===== config.mk =====
export PLATFORM = sky130hd
export DESIGN_NAME = pat_mem_arbiter_flat
export DESIGN_NICKNAME = d
export VERILOG_FILES = /design/src/rtl/pat_mem_pkg.sv /design/src/rtl/pat_mem_arbiter_if.sv /design/src/rtl/pat_mem_arbiter.sv /design/src/flat_wrapper.sv
export SDC_FILE = /design/constraint.sdc
export NUM_CORES = 1
export LEC_CHECK = 0
export CAP_MARGIN = 20
export CELL_PAD_IN_SITES_DETAIL_PLACEMENT = 0
export CELL_PAD_IN_SITES_GLOBAL_PLACEMENT = 1
export CORE_AREA = 2 2 437 439
export CTS_BUF_LIST = sky130_fd_sc_hd__clkbuf_4
export CTS_CLUSTER_SIZE = 8
export DETAILED_ROUTE_END_ITERATION = 12
export DIE_AREA = 0 0 439 441
export GPL_ROUTABILITY_DRIVEN = 1
export GPL_TIMING_DRIVEN = 0
export PLACE_DENSITY = 0.43
export SLEW_MARGIN = 40
export SYNTH_ARGS = -nofsm -noshare
export SYNTH_HDL_FRONTEND = slang
export SYNTH_SLANG_ARGS = --single-unit
export TNS_END_PERCENT = 50

===== constraint.sdc =====
create_clock -name clk -period 4.76 [get_ports clk]
set_input_delay 0.714 -clock clk [delete_from_list [all_inputs] [get_ports clk]]
set_output_delay 0.714 -clock clk [all_outputs]
set_load 0.1 [all_outputs]

===== src/rtl/pat_mem_pkg.sv =====
// -----------------------------------------------------------------------------
// pat_mem_pkg
// Shared constants and types for the pattern-memory arbiter slice.
//   PAT_MEM_ADDR_W : word address width of the pattern memory
//   PAT_MEM_DATA_W : word width of the pattern memory
//   PAT_MEM_BE_W   : byte-enable width (one bit per data byte)
//   PAT_MEM_RD_LAT : memory read latency in cycles, counted from the issue cycle
//   grant_t        : identifies which requester won the last arbitration
// -----------------------------------------------------------------------------
package pat_mem_pkg;

    localparam int PAT_MEM_ADDR_W = 11;
    localparam int PAT_MEM_DATA_W = 256;
    localparam int PAT_MEM_BE_W   = PAT_MEM_DATA_W / 8;
    localparam int PAT_MEM_RD_LAT = 1;

    typedef enum logic {
        GNT_RD = 1'b0,
        GNT_WR = 1'b1
    } grant_t;

endpackage


===== src/rtl/pat_mem_arbiter_if.sv =====
// -----------------------------------------------------------------------------
// pat_mem_arbiter_if
// Bundles the fetch read port, the loader write port and the memory command
// bus of the pattern-memory arbiter.
//   slave  : arbiter view (takes requests, drives grants and memory commands)
//   master : environment view (requesters plus the memory itself)
// Read port : rd_req, rd_addr -> rd_gnt, rd_data, rd_valid
// Write port: wr_req, wr_addr, wr_data, wr_be -> wr_gnt, wr_starved
// Memory    : mem_chip_select, mem_read, mem_write, mem_addr, mem_byte_enable,
//             mem_write_data -> memory; mem_read_data <- memory
// -----------------------------------------------------------------------------
interface pat_mem_arbiter_if #(
    parameter int ADDR_W = pat_mem_pkg::PAT_MEM_ADDR_W,
    parameter int DATA_W = pat_mem_pkg::PAT_MEM_DATA_W
);
    import pat_mem_pkg::*;

    localparam int BE_W = DATA_W / 8;

    // fetch read port
    logic              rd_req;
    logic [ADDR_W-1:0] rd_addr;
    logic              rd_gnt;
    logic [DATA_W-1:0] rd_data;
    logic              rd_valid;

    // loader write port
    logic              wr_req;
    logic [ADDR_W-1:0] wr_addr;
    logic [DATA_W-1:0] wr_data;
    logic [BE_W-1:0]   wr_be;
    logic              wr_gnt;
    logic              wr_starved;

    // memory command bus
    logic              mem_chip_select;
    logic              mem_read;
    logic              mem_write;
    logic [ADDR_W-1:0] mem_addr;
    logic [BE_W-1:0]   mem_byte_enable;
    logic [DATA_W-1:0] mem_write_data;
    logic [DATA_W-1:0] mem_read_data;

    modport slave (
        input  rd_req, rd_addr,
        output rd_gnt, rd_data, rd_valid,
        input  wr_req, wr_addr, wr_data, wr_be,
        output wr_gnt, wr_starved,
        output mem_chip_select, mem_read, mem_write, mem_addr,
        output mem_byte_enable, mem_write_data,
        input  mem_read_data
    );

    modport master (
        output rd_req, rd_addr,
        input  rd_gnt, rd_data, rd_valid,
        output wr_req, wr_addr, wr_data, wr_be,
        input  wr_gnt, wr_starved,
        input  mem_chip_select, mem_read, mem_write, mem_addr,
        input  mem_byte_enable, mem_write_data,
        output mem_read_data
    );

endinterface


===== src/rtl/pat_mem_arbiter.sv =====
// -----------------------------------------------------------------------------
// pat_mem_arbiter
// Shares the single-port pattern memory between the pixel fetch engine (reads)
// and the host pattern loader (writes).
//   clk          : single clock
//   rst_n        : asynchronous active-low reset
//   frame_active : 1 = read-priority mode with bounded write starvation,
//                  0 = round-robin between the two ports
//   bus          : pat_mem_arbiter_if.slave (read port, write port, memory bus)
// Timing: grant is combinational in cycle t, the command is on mem_* in t+1,
// rd_data/rd_valid appear in t+2. One grant at most per cycle.
// -----------------------------------------------------------------------------
module pat_mem_arbiter
    import pat_mem_pkg::*;
#(
    parameter int ADDR_W        = PAT_MEM_ADDR_W,
    parameter int DATA_W        = PAT_MEM_DATA_W,
    parameter int MAX_WR_STARVE = 8
) (
    input  logic             clk,
    input  logic             rst_n,
    input  logic             frame_active,
    pat_mem_arbiter_if.slave bus
);

    localparam int BE_W         = DATA_W / 8;
    localparam int STARVE_W     = $clog2(MAX_WR_STARVE + 1);
    localparam int VALID_STAGES = PAT_MEM_RD_LAT + 1;
    localparam logic [STARVE_W-1:0] STARVE_MAX = STARVE_W'(MAX_WR_STARVE);

    // arbitration
    logic                    rd_win;
    logic                    wr_win;
    logic                    forced_win;
    logic                    starve_sat;
    logic [STARVE_W-1:0]     starve_cnt_reg;
    logic [STARVE_W-1:0]     starve_cnt_next;
    grant_t                  last_grant_reg;
    grant_t                  last_grant_next;

    // issue register
    logic                    mem_cs_reg;
    logic                    mem_read_reg;
    logic                    mem_write_reg;
    logic [ADDR_W-1:0]       mem_addr_reg;
    logic [BE_W-1:0]         mem_be_reg;
    logic [DATA_W-1:0]       mem_wdata_reg;

    // read return
    logic [VALID_STAGES-1:0] rd_vpipe_reg;
    logic [DATA_W-1:0]       rd_data_reg;

    assign starve_sat = (starve_cnt_reg == STARVE_MAX);

    // Grant decision plus next-state of the starve counter and last-grant flag.
    // Grants are suppressed while reset is asserted so nothing is accepted
    // that the issue register would then drop.
    always_comb begin
        rd_win          = 1'b0;
        wr_win          = 1'b0;
        forced_win      = 1'b0;
        starve_cnt_next = starve_cnt_reg;
        last_grant_next = last_grant_reg;

        if (rst_n) begin
            if (frame_active) begin
                // Reads own the memory during the frame, except for one
                // write let through once the loader has waited long enough.
                if (bus.rd_req && bus.wr_req && starve_sat) begin
                    wr_win     = 1'b1;
                    forced_win = 1'b1;
                end else if (bus.rd_req) begin
                    rd_win = 1'b1;
                end else if (bus.wr_req) begin
                    wr_win = 1'b1;
                end
            end else begin
                // Round-robin on contention: the port not served last wins.
                if (bus.rd_req && bus.wr_req) begin
                    if (last_grant_reg == GNT_WR) begin
                        rd_win = 1'b1;
                    end else begin
                        wr_win = 1'b1;
                    end
                end else if (bus.rd_req) begin
                    rd_win = 1'b1;
                end else if (bus.wr_req) begin
                    wr_win = 1'b1;
                end
            end
        end

        if (!frame_active || wr_win) begin
            starve_cnt_next = '0;
        end else if (bus.wr_req && !starve_sat) begin
            starve_cnt_next = starve_cnt_reg + STARVE_W'(1);
        end

        if (rd_win) begin
            last_grant_next = GNT_RD;
        end else if (wr_win) begin
            last_grant_next = GNT_WR;
        end
    end

    always_ff @(posedge clk or negedge rst_n) begin
        if (!rst_n) begin
            starve_cnt_reg <= '0;
            last_grant_reg <= GNT_WR;
            mem_cs_reg     <= 1'b0;
            mem_read_reg   <= 1'b0;
            mem_write_reg  <= 1'b0;
            mem_addr_reg   <= '0;
            mem_be_reg     <= '0;
            mem_wdata_reg  <= '0;
            rd_vpipe_reg   <= '0;
            rd_data_reg    <= '0;
        end else begin
            starve_cnt_reg <= starve_cnt_next;
            last_grant_reg <= last_grant_next;

            mem_cs_reg     <= rd_win | wr_win;
            mem_read_reg   <= rd_win;
            mem_write_reg  <= wr_win;
            mem_addr_reg   <= rd_win ? bus.rd_addr : (wr_win ? bus.wr_addr : '0);
            // Reads present every byte lane; idle cycles keep the write side at 0.
            mem_be_reg     <= wr_win ? bus.wr_be : (rd_win ? {BE_W{1'b1}} : '0);
            mem_wdata_reg  <= wr_win ? bus.wr_data : '0;

            // Stage 0 follows the issue cycle, the last stage is rd_valid.
            rd_vpipe_reg   <= {rd_vpipe_reg[VALID_STAGES-2:0], rd_win};
            if (rd_vpipe_reg[VALID_STAGES-2]) begin
                rd_data_reg <= bus.mem_read_data;
            end
        end
    end

    assign bus.rd_gnt          = rd_win;
    assign bus.wr_gnt          = wr_win;
    assign bus.wr_starved      = forced_win;
    assign bus.rd_valid        = rd_vpipe_reg[VALID_STAGES-1];
    assign bus.rd_data         = rd_data_reg;
    assign bus.mem_chip_select = mem_cs_reg;
    assign bus.mem_read        = mem_read_reg;
    assign bus.mem_write       = mem_write_reg;
    assign bus.mem_addr        = mem_addr_reg;
    assign bus.mem_byte_enable = mem_be_reg;
    assign bus.mem_write_data  = mem_wdata_reg;

endmodule


===== src/flat_wrapper.sv =====
// flat-port wrapper written by rule: the top's interface ports become plain ports
module pat_mem_arbiter_flat import pat_mem_pkg::*;
#(
    parameter int ADDR_W        = PAT_MEM_ADDR_W,
    parameter int DATA_W        = PAT_MEM_DATA_W,
    parameter int MAX_WR_STARVE = 8
)
  (clk, rst_n, frame_active, bus_rd_req, bus_rd_addr, bus_rd_gnt, bus_rd_data, bus_rd_valid, bus_wr_req, bus_wr_addr, bus_wr_data, bus_wr_be, bus_wr_gnt, bus_wr_starved, bus_mem_chip_select, bus_mem_read, bus_mem_write, bus_mem_addr, bus_mem_byte_enable, bus_mem_write_data, bus_mem_read_data);
  pat_mem_arbiter_if #(.ADDR_W(ADDR_W), .DATA_W(DATA_W)) bus_i ();
  input  logic clk;
  input  logic rst_n;
  input  logic frame_active;
  input wire logic [$bits(bus_i.rd_req)-1:0] bus_rd_req;
  input wire logic [$bits(bus_i.rd_addr)-1:0] bus_rd_addr;
  output wire logic [$bits(bus_i.rd_gnt)-1:0] bus_rd_gnt;
  output wire logic [$bits(bus_i.rd_data)-1:0] bus_rd_data;
  output wire logic [$bits(bus_i.rd_valid)-1:0] bus_rd_valid;
  input wire logic [$bits(bus_i.wr_req)-1:0] bus_wr_req;
  input wire logic [$bits(bus_i.wr_addr)-1:0] bus_wr_addr;
  input wire logic [$bits(bus_i.wr_data)-1:0] bus_wr_data;
  input wire logic [$bits(bus_i.wr_be)-1:0] bus_wr_be;
  output wire logic [$bits(bus_i.wr_gnt)-1:0] bus_wr_gnt;
  output wire logic [$bits(bus_i.wr_starved)-1:0] bus_wr_starved;
  output wire logic [$bits(bus_i.mem_chip_select)-1:0] bus_mem_chip_select;
  output wire logic [$bits(bus_i.mem_read)-1:0] bus_mem_read;
  output wire logic [$bits(bus_i.mem_write)-1:0] bus_mem_write;
  output wire logic [$bits(bus_i.mem_addr)-1:0] bus_mem_addr;
  output wire logic [$bits(bus_i.mem_byte_enable)-1:0] bus_mem_byte_enable;
  output wire logic [$bits(bus_i.mem_write_data)-1:0] bus_mem_write_data;
  input wire logic [$bits(bus_i.mem_read_data)-1:0] bus_mem_read_data;
  assign bus_i.rd_req = bus_rd_req;
  assign bus_i.rd_addr = bus_rd_addr;
  assign bus_rd_gnt = bus_i.rd_gnt;
  assign bus_rd_data = bus_i.rd_data;
  assign bus_rd_valid = bus_i.rd_valid;
  assign bus_i.wr_req = bus_wr_req;
  assign bus_i.wr_addr = bus_wr_addr;
  assign bus_i.wr_data = bus_wr_data;
  assign bus_i.wr_be = bus_wr_be;
  assign bus_wr_gnt = bus_i.wr_gnt;
  assign bus_wr_starved = bus_i.wr_starved;
  assign bus_mem_chip_select = bus_i.mem_chip_select;
  assign bus_mem_read = bus_i.mem_read;
  assign bus_mem_write = bus_i.mem_write;
  assign bus_mem_addr = bus_i.mem_addr;
  assign bus_mem_byte_enable = bus_i.mem_byte_enable;
  assign bus_mem_write_data = bus_i.mem_write_data;
  assign bus_i.mem_read_data = bus_mem_read_data;
  pat_mem_arbiter #(.ADDR_W(ADDR_W), .DATA_W(DATA_W), .MAX_WR_STARVE(MAX_WR_STARVE)) u_core (.clk(clk), .rst_n(rst_n), .frame_active(frame_active), .bus(bus_i));
endmodule

==> results of run 1 <==
[synthesized netlist by cell type (all sizes together) (3+ instances only)]
cell type | number | area share
and2 | 256 | 0.082
dfrtp | 563 | 0.72
nor2 | 3 | 0.00058
inv | 4 | 0.00077
a21o | 33 | 0.013
nand2 | 5 | 0.00096
o21ai | 3 | 0.00077
buf | 62 | 0.018
a22o | 11 | 0.0050
mux2 | 256 | 0.15
a21oi | 3 | 0.00096
clkbuf | 6 | 0.0012
[path summary, 6_finish.rpt]
check | end | cells after the start
max | bus_rd_gnt | 7
min | u_core.bus.mem_write_data[24] | 2
max reg2reg | u_core.bus.mem_addr[9] | 8
min reg2reg | u_core.bus.rd_data[217] | 1
max in group asynchronous | u_core.bus.mem_write_data[153] | 8
min in group asynchronous | u_core.last_grant_reg | 6
[metrics by stage]
| step | setup WS (ns) | instance area (um^2) |
|---|---|---|
| floorplan | 1.813 | 19560 |
| finish | 0.3699 | 38420 |
| global placement | -27.19 | 34010 |
| detailed placement | 0.09380 | 31390 |
| CTS | 0.04243 | 38350 |
| global route | 0.02012 | 38380 |
[kinds of logic (layout without fill, tap and decap cells)]
| group | Yosys count | count (layout) | share of synthesized area |
|---|---|---|---|
| other cells | 0 | 26 | 0 |
| mux | 256 | 256 | 0.1474 |
| compound gates | 54 | 54 | 0.02168 |
| simple gates | 274 | 274 | 0.08693 |
| buf+inv | 72 | 1972 | 0.02028 |
| fa+ha+maj | 2 | 2 | 0.001279 |
| xor+xnor | 2 | 2 | 0.0008956 |
| flops | 564 | 564 | 0.7216 |
[routing by layer]
metal	GRT usage	share of wire	vias to the layer above
met2	0.2277	0.50	769
met1	0.1581	0.40	8477
met3	0.04579	0.077	210
met4	0.04379	0.025	20
met5	0	0.0010	-
li1	-	-	7759
[power by group through the flow]
| stage | registers, mW | clock network (mW) | logic [mW] |
|---|---|---|---|
| after floorplan | 9.34 | 0 | 0.568 |
| after global placement | 5.69 | 0 | 6.51 |
| after detailed placement | 5.65 | 0 | 6.03 |
| after CTS | 5.57 | 5.51 | 6.41 |
| after global routing | 5.62 | 5.75 | 6.50 |
| final | 5.56 | 5.19 | 6.32 |
[what timing repair did]
action / 4_1_cts / 5_1_grt
endpoints found under the hold margin: 664 / 0
setup endpoints to repair: 0 / 0
hold buffers: 450 / 0
[final cells by class]
class | instances | area share
Buffer | 68 | 0.009966
Sequential cell | 564 | 0.3674
Clock inverter | 63 | 0.01052
Antenna cell | 26 | 0.001694
Timing Repair Buffer | 1586 | 0.3478
Multi-Input combinational cell | 588 | 0.1314
Clock buffer | 251 | 0.04905
Tap cell | 2511 | 0.08178
Inverter | 4 | 0.0003908
==> results.py, run 1 <==
metrics = {
    "sta": {
        "fin_crit_sh": 0.9223,
        "fmax_mhz": 227.8,
        "tightestPinTransition_ns": 0.7491,
        "setup_viol": 0,
        "setup_tns_ns": 0,
        "slew_headroom": 0.5040,
        "hold_viol": 0,
        "finalMaxSlewViolations": 0,
        "post-route-min-period_ns": 4.390,
        "skew_ns": 0.06767,
        "rsz0062_at_grt": "no",
        "holdWs_ns": 0.1970,
    },
    "routing": {
        "drtIter0Drc": 613,
        "vias_per_cell": 3.045,
        "routedWlPerCell_um": 23.71,
        "drc": 0,
        "firstDrtPassIters": 4,
        "ant_nets": 0,
        "drt-total-wl_um": 134200,
        "vias": 17240,
    },
    "floorplan": {
        "rows": 160,
        "start_util": 0.1034,
        "die_h_um": 441,
        "core_area_um2": 189200,
        "num_io_pins": 1133,
        "dieArea_um2": 193600,
        "die_w_um": 439,
    },
    "power": {
        "internal-power_mw": 9.380,
        "p_leak_nw": 17.89,
        "p_switching_mw": 7.692,
        "comb_power_share": 0.370,
        "design_power_total_mw": 17.07,
        "seq_power_share": 0.326,
        "pwr-share-clk": 0.304,
        "ir_drop_v": 0.0001609,
        "sw_frac_of_total": 0.4506,
        "p_per_area_nw_per_um2": 444.4,
    },
    "placed_design": {
        "place.gp.congestion": 0.8812,
        "dp_cells": 4871,
        "post-dp-hpwl_um": 110400,
        "portBuffers": 1130,
    },
    "cts": {
        "cts_setup_buffers": 0,
        "clk_pin_slew_worst_paths_ns": 0.06,
        "cts_max_level": 4,
        "cts_tree": "yes",
        "cts_resized": 0,
        "cts_buffers": 184,
        "cts_sinks": 564,
        "cts_buffer_depth": 3,
        "clk_latency_ns": 1.22,
        "ctsRootBufferMaster": "clkbuf_4",
    },
    "layout": {
        "drive_above_1_share": 0.3771,
        "mostFrequentLayoutCells": "buf_2 (615), clkdlybuf4s50_1 (567), dfrtp_1 (563), dlygate4sd3_1 (440)",
        "fillers": 20780,
        "ff_latch_area_um2": 14110,
        "fin_util": 0.2031,
        "multi_input_area_um2": 5050,
        "area_delta_synth_final_pct": 96.40,
        "final_common_cell": "buf_2",
        "nets": 3569,
        "stdcell_count": 5661,
    },
    "yosys": {
        "async_flop_share": 1.000,
        "netlist_instances": 1224,
        "synth_edf_count": 0,
        "synth_seq_cells": 564,
        "synth_ff_type": "dfrtp_1",
        "synth_area_per_cell_um2": 15.98,
        "syn_area_um2": 19560,
        "synth_cell_type_count": 35,
        "ys_seq_area_frac": 0.7216,
        "syn-num-nets": 1797,
        "yosys_warnings": 0,
    },
    "setup_path": {
        "worst_setup_path_end_kind": "output pin",
        "worst-setup-path-type": "reg2out",
        "r2r_slack_ns": 1.93,
        "max_stage_delay_ns": 0.62,
        "crit_path_cell_trace": "inv_1 > ha_1 > and3b_1 > buf_6 > a211oi_4 > buf_6 > buf_2",
        "path_max_fanout": 11,
        "cp-start-kind": "flip-flop",
        "cp.arrival_ns": 3.68,
        "cp-startpoint": "u_core.starve_cnt_reg[0]",
        "path_buf_inv": 4,
        "cp.required_ns": 4.05,
        "timing.rr.start": "u_core.starve_cnt_reg[0]",
        "cp_top_family": "buffers and inverters",
        "cpMostUsedCell": "buf_6",
        "crit_slowest_cell": "a211oi_4",
    },
    "outcome": {
        "status": "complete, no violations",
    },
    "hold_path": {
        "hp-class": "in2reg",
        "min_from": "bus_wr_data[24]",
    },
    "global_route": {
        "grt_pass1_vias": 18780,
        "antenna_found_initial": 53,
        "grt_usage": 0.1343,
        "grt_first_pass_wirelength_um": 172300,
        "grt-ovfl-total": 0,
        "grt_max_degree": 98,
    },
    "flow_run": {
        "maxCapViolCount": 0,
    },
}
No activity file was read; power rests on OpenSTA's default activity.
==> run 2, diff against run 1 <==
Settings changed: SLEW_MARGIN 40 to 20.
==> run 2 against run 1 <==
Effect of this change:
- via count rose by 0.30%
- total power is 2.6% higher
- clock skew fell by 0.013 ns
- register-to-register slack gained 0.28 ns
- non-clock buffer count up 15
- first-iteration DRC count is 14% lower
- largest cell class is now non-clock buffers
- sequential power about the same
- fmax down 1.6%
==> results.py, run 2 (synthesized netlist as in run 1, its figures left out) <==
metrics = {
    "sta": {
        "fmax_mhz": 224.2,
        "finalMaxSlewViolations": 0,
        "skew_ns": 0.05487,
        "slew_headroom": 0.2169,
        "post-route-min-period_ns": 4.461,
        "hold_viol": 0,
        "setup_viol": 0,
        "fin_crit_sh": 0.9372,
        "holdWs_ns": 0.1901,
        "tightestPinTransition_ns": 1.171,
        "setup_tns_ns": 0,
    },
    "routing": {
        "routedWlPerCell_um": 23.71,
        "ant_nets": 0,
        "drt-total-wl_um": 134600,
        "firstDrtPassIters": 6,
        "drtIter0Drc": 529,
        "drc": 0,
        "vias_per_cell": 3.047,
        "vias": 17290,
    },
    "layout": {
        "fillers": 20420,
        "nets": 3583,
        "mostFrequentLayoutCells": "clkdlybuf4s50_1 (1083), dfrtp_1 (563), dlygate4sd3_1 (450), and2_1 (256), mux2_2 (256)",
        "drive_above_1_share": 0.2107,
        "area_delta_synth_final_pct": 110.4,
        "stdcell_count": 5674,
        "final_common_cell": "clkdlybuf4s50_1",
    },
    "placed_design": {
        "place.gp.congestion": 0.8812,
        "portBuffers": 1130,
        "post-dp-hpwl_um": 110500,
        "dp_cells": 4873,
    },
    "power": {
        "sw_frac_of_total": 0.4406,
        "seq_power_share": 0.318,
        "comb_power_share": 0.388,
        "p_per_area_nw_per_um2": 425.5,
        "internal-power_mw": 9.796,
        "design_power_total_mw": 17.51,
        "pwr-share-clk": 0.293,
        "ir_drop_v": 0.0001655,
        "p_leak_nw": 17.45,
        "p_switching_mw": 7.716,
    },
    "global_route": {
        "grt_max_degree": 73,
        "antenna_found_initial": 55,
        "grt_usage": 0.1351,
        "grt_pass1_vias": 18870,
        "grt-ovfl-total": 0,
        "grt_first_pass_wirelength_um": 173300,
    },
    "cts": {
        "clk_pin_slew_worst_paths_ns": 0.06,
        "cts_buffers": 183,
        "cts_tree": "yes",
        "ctsRootBufferMaster": "clkbuf_4",
        "cts_sinks": 564,
        "clk_latency_ns": 1.19,
        "cts_buffer_depth": 3,
        "cts_max_level": 4,
    },
    "setup_path": {
        "cp.arrival_ns": 3.75,
        "max_stage_delay_ns": 0.68,
        "cpMostUsedCell": "buf_16",
        "crit_path_cell_trace": "dlygate4sd3_1 > buf_8 > buf_16 > buf_16 > buf_16 > buf_16 > buf_16 > buf_16 > nand2_1 > a21oi_2 > clkbuf_1 > clkdlybuf4s15_2",
        "cp.required_ns": 4.05,
        "crit_slowest_cell": "clkdlybuf4s15_2",
        "worst_setup_path_end_kind": "output pin",
        "path_max_fanout": 11,
        "worst-setup-path-type": "in2out",
        "cp-start-kind": "input pin",
    },
    "floorplan": {
        "num_io_pins": 1133,
        "rows": 160,
        "start_util": 0.1034,
        "die_h_um": 441,
        "die_w_um": 439,
        "core_area_um2": 189200,
        "dieArea_um2": 193600,
    },
    "hold_path": {
        "hp-class": "in2reg",
    },
    "flow_run": {
        "maxCapViolCount": 0,
    },
    "outcome": {
        "status": "complete, no violations",
    },
}
-- run 2: cell count changes in the layout (fill, tap and decap cells not counted), sizes merged --
cell,previous run,this run
clkdlybuf4s50,567,1083
buf,641,128
dlygate4sd3,440,450
clkdlybuf4s15,0,2
clkinvlp,0,2
inv,13,11
bufinv,4,3
clkinv,50,49
-- run 2: worst max-delay path, delay by kind of cell --
| family | cells | cell delay [ns] |
|---|---|---|
| compound gates | 1 | 0.34 |
| simple gates | 1 | 0.10 |
| buf+inv | 10 | 2.55 |
-- run 2: final cells by class --
cell class / instances / area [um^2] / share of cell area
well taps: 2511 / 3142 / 0.07633
repair buffers: 1601 / 16140 / 0.3921
diodes: 26 / 65.06 / 0.001581
clock inverters: 61 / 367.9 / 0.008937
clock buffers: 251 / 1884 / 0.04578
flip-flops and latches: 564 / 14110 / 0.3429
plain buffers: 68 / 382.9 / 0.009301
inverters: 4 / 15.01 / 0.0003648
multi-input cells: 588 / 5050 / 0.1227
-- run 2: final timing paths --
kind	start	endpoint	slack, ns	depth (start not counted)
setup reg to reg	u_core.starve_cnt_reg[0]	u_core.bus.mem_addr[9]	2.21	8
min in group asynchronous	rst_n	u_core.bus.rd_data[23]	0.69	8
max in group asynchronous	rst_n	u_core.bus.mem_write_data[64]	2.65	8
setup / recovery	rst_n	bus_wr_gnt	0.30	12
hold / removal	bus_wr_data[35]	u_core.bus.mem_write_data[35]	0.19	2
hold reg to reg	u_core.bus.rd_data[54]	u_core.bus.rd_data[54]	0.50	1
-- run 2: power by group through the flow --
| stage | logic [mW] | registers [mW] | clock network [mW] |
|---|---|---|---|
| 6_report | 6.80 | 5.58 | 5.14 |
| 5_1_grt | 6.99 | 5.64 | 5.70 |
| 4_1_cts | 6.89 | 5.58 | 5.45 |
| 3_5_place_dp | 6.50 | 5.66 | 0 |
| 3_3_place_gp | 6.51 | 5.69 | 0 |
| 2_1_floorplan | 0.568 | 9.34 | 0 |
-- run 2: through the flow --
stage	cell area, um^2	utilization	setup slack [ns]
floorplan	19560	-	1.813
global placement	34010	0.1798	-27.19
detailed placement	34020	0.1798	-0.5953
CTS	41080	0.2172	-0.09292
global route	41130	0.2174	-0.005903
finish	41160	0.2176	0.2989
-- run 2: per-layer routing --
layer  up-vias  wire (um)  part of all wire  track usage
met5         -        115           0.00085            0
met4        18       4164             0.031      0.04916
met3       219      10170             0.076      0.04532
met2       729      65920              0.49       0.2256
met1      8526      54180              0.40       0.1603
li1       7794          -                 -            -
-- run 2: what timing repair did --
action,CTS,global route
hold endpoints to repair,646,0
setup endpoints to repair,2,1
resized for setup,6,0
pin swaps,0,1
gates cloned,0,0
buffers inserted,0,2
hold buffers,461,0
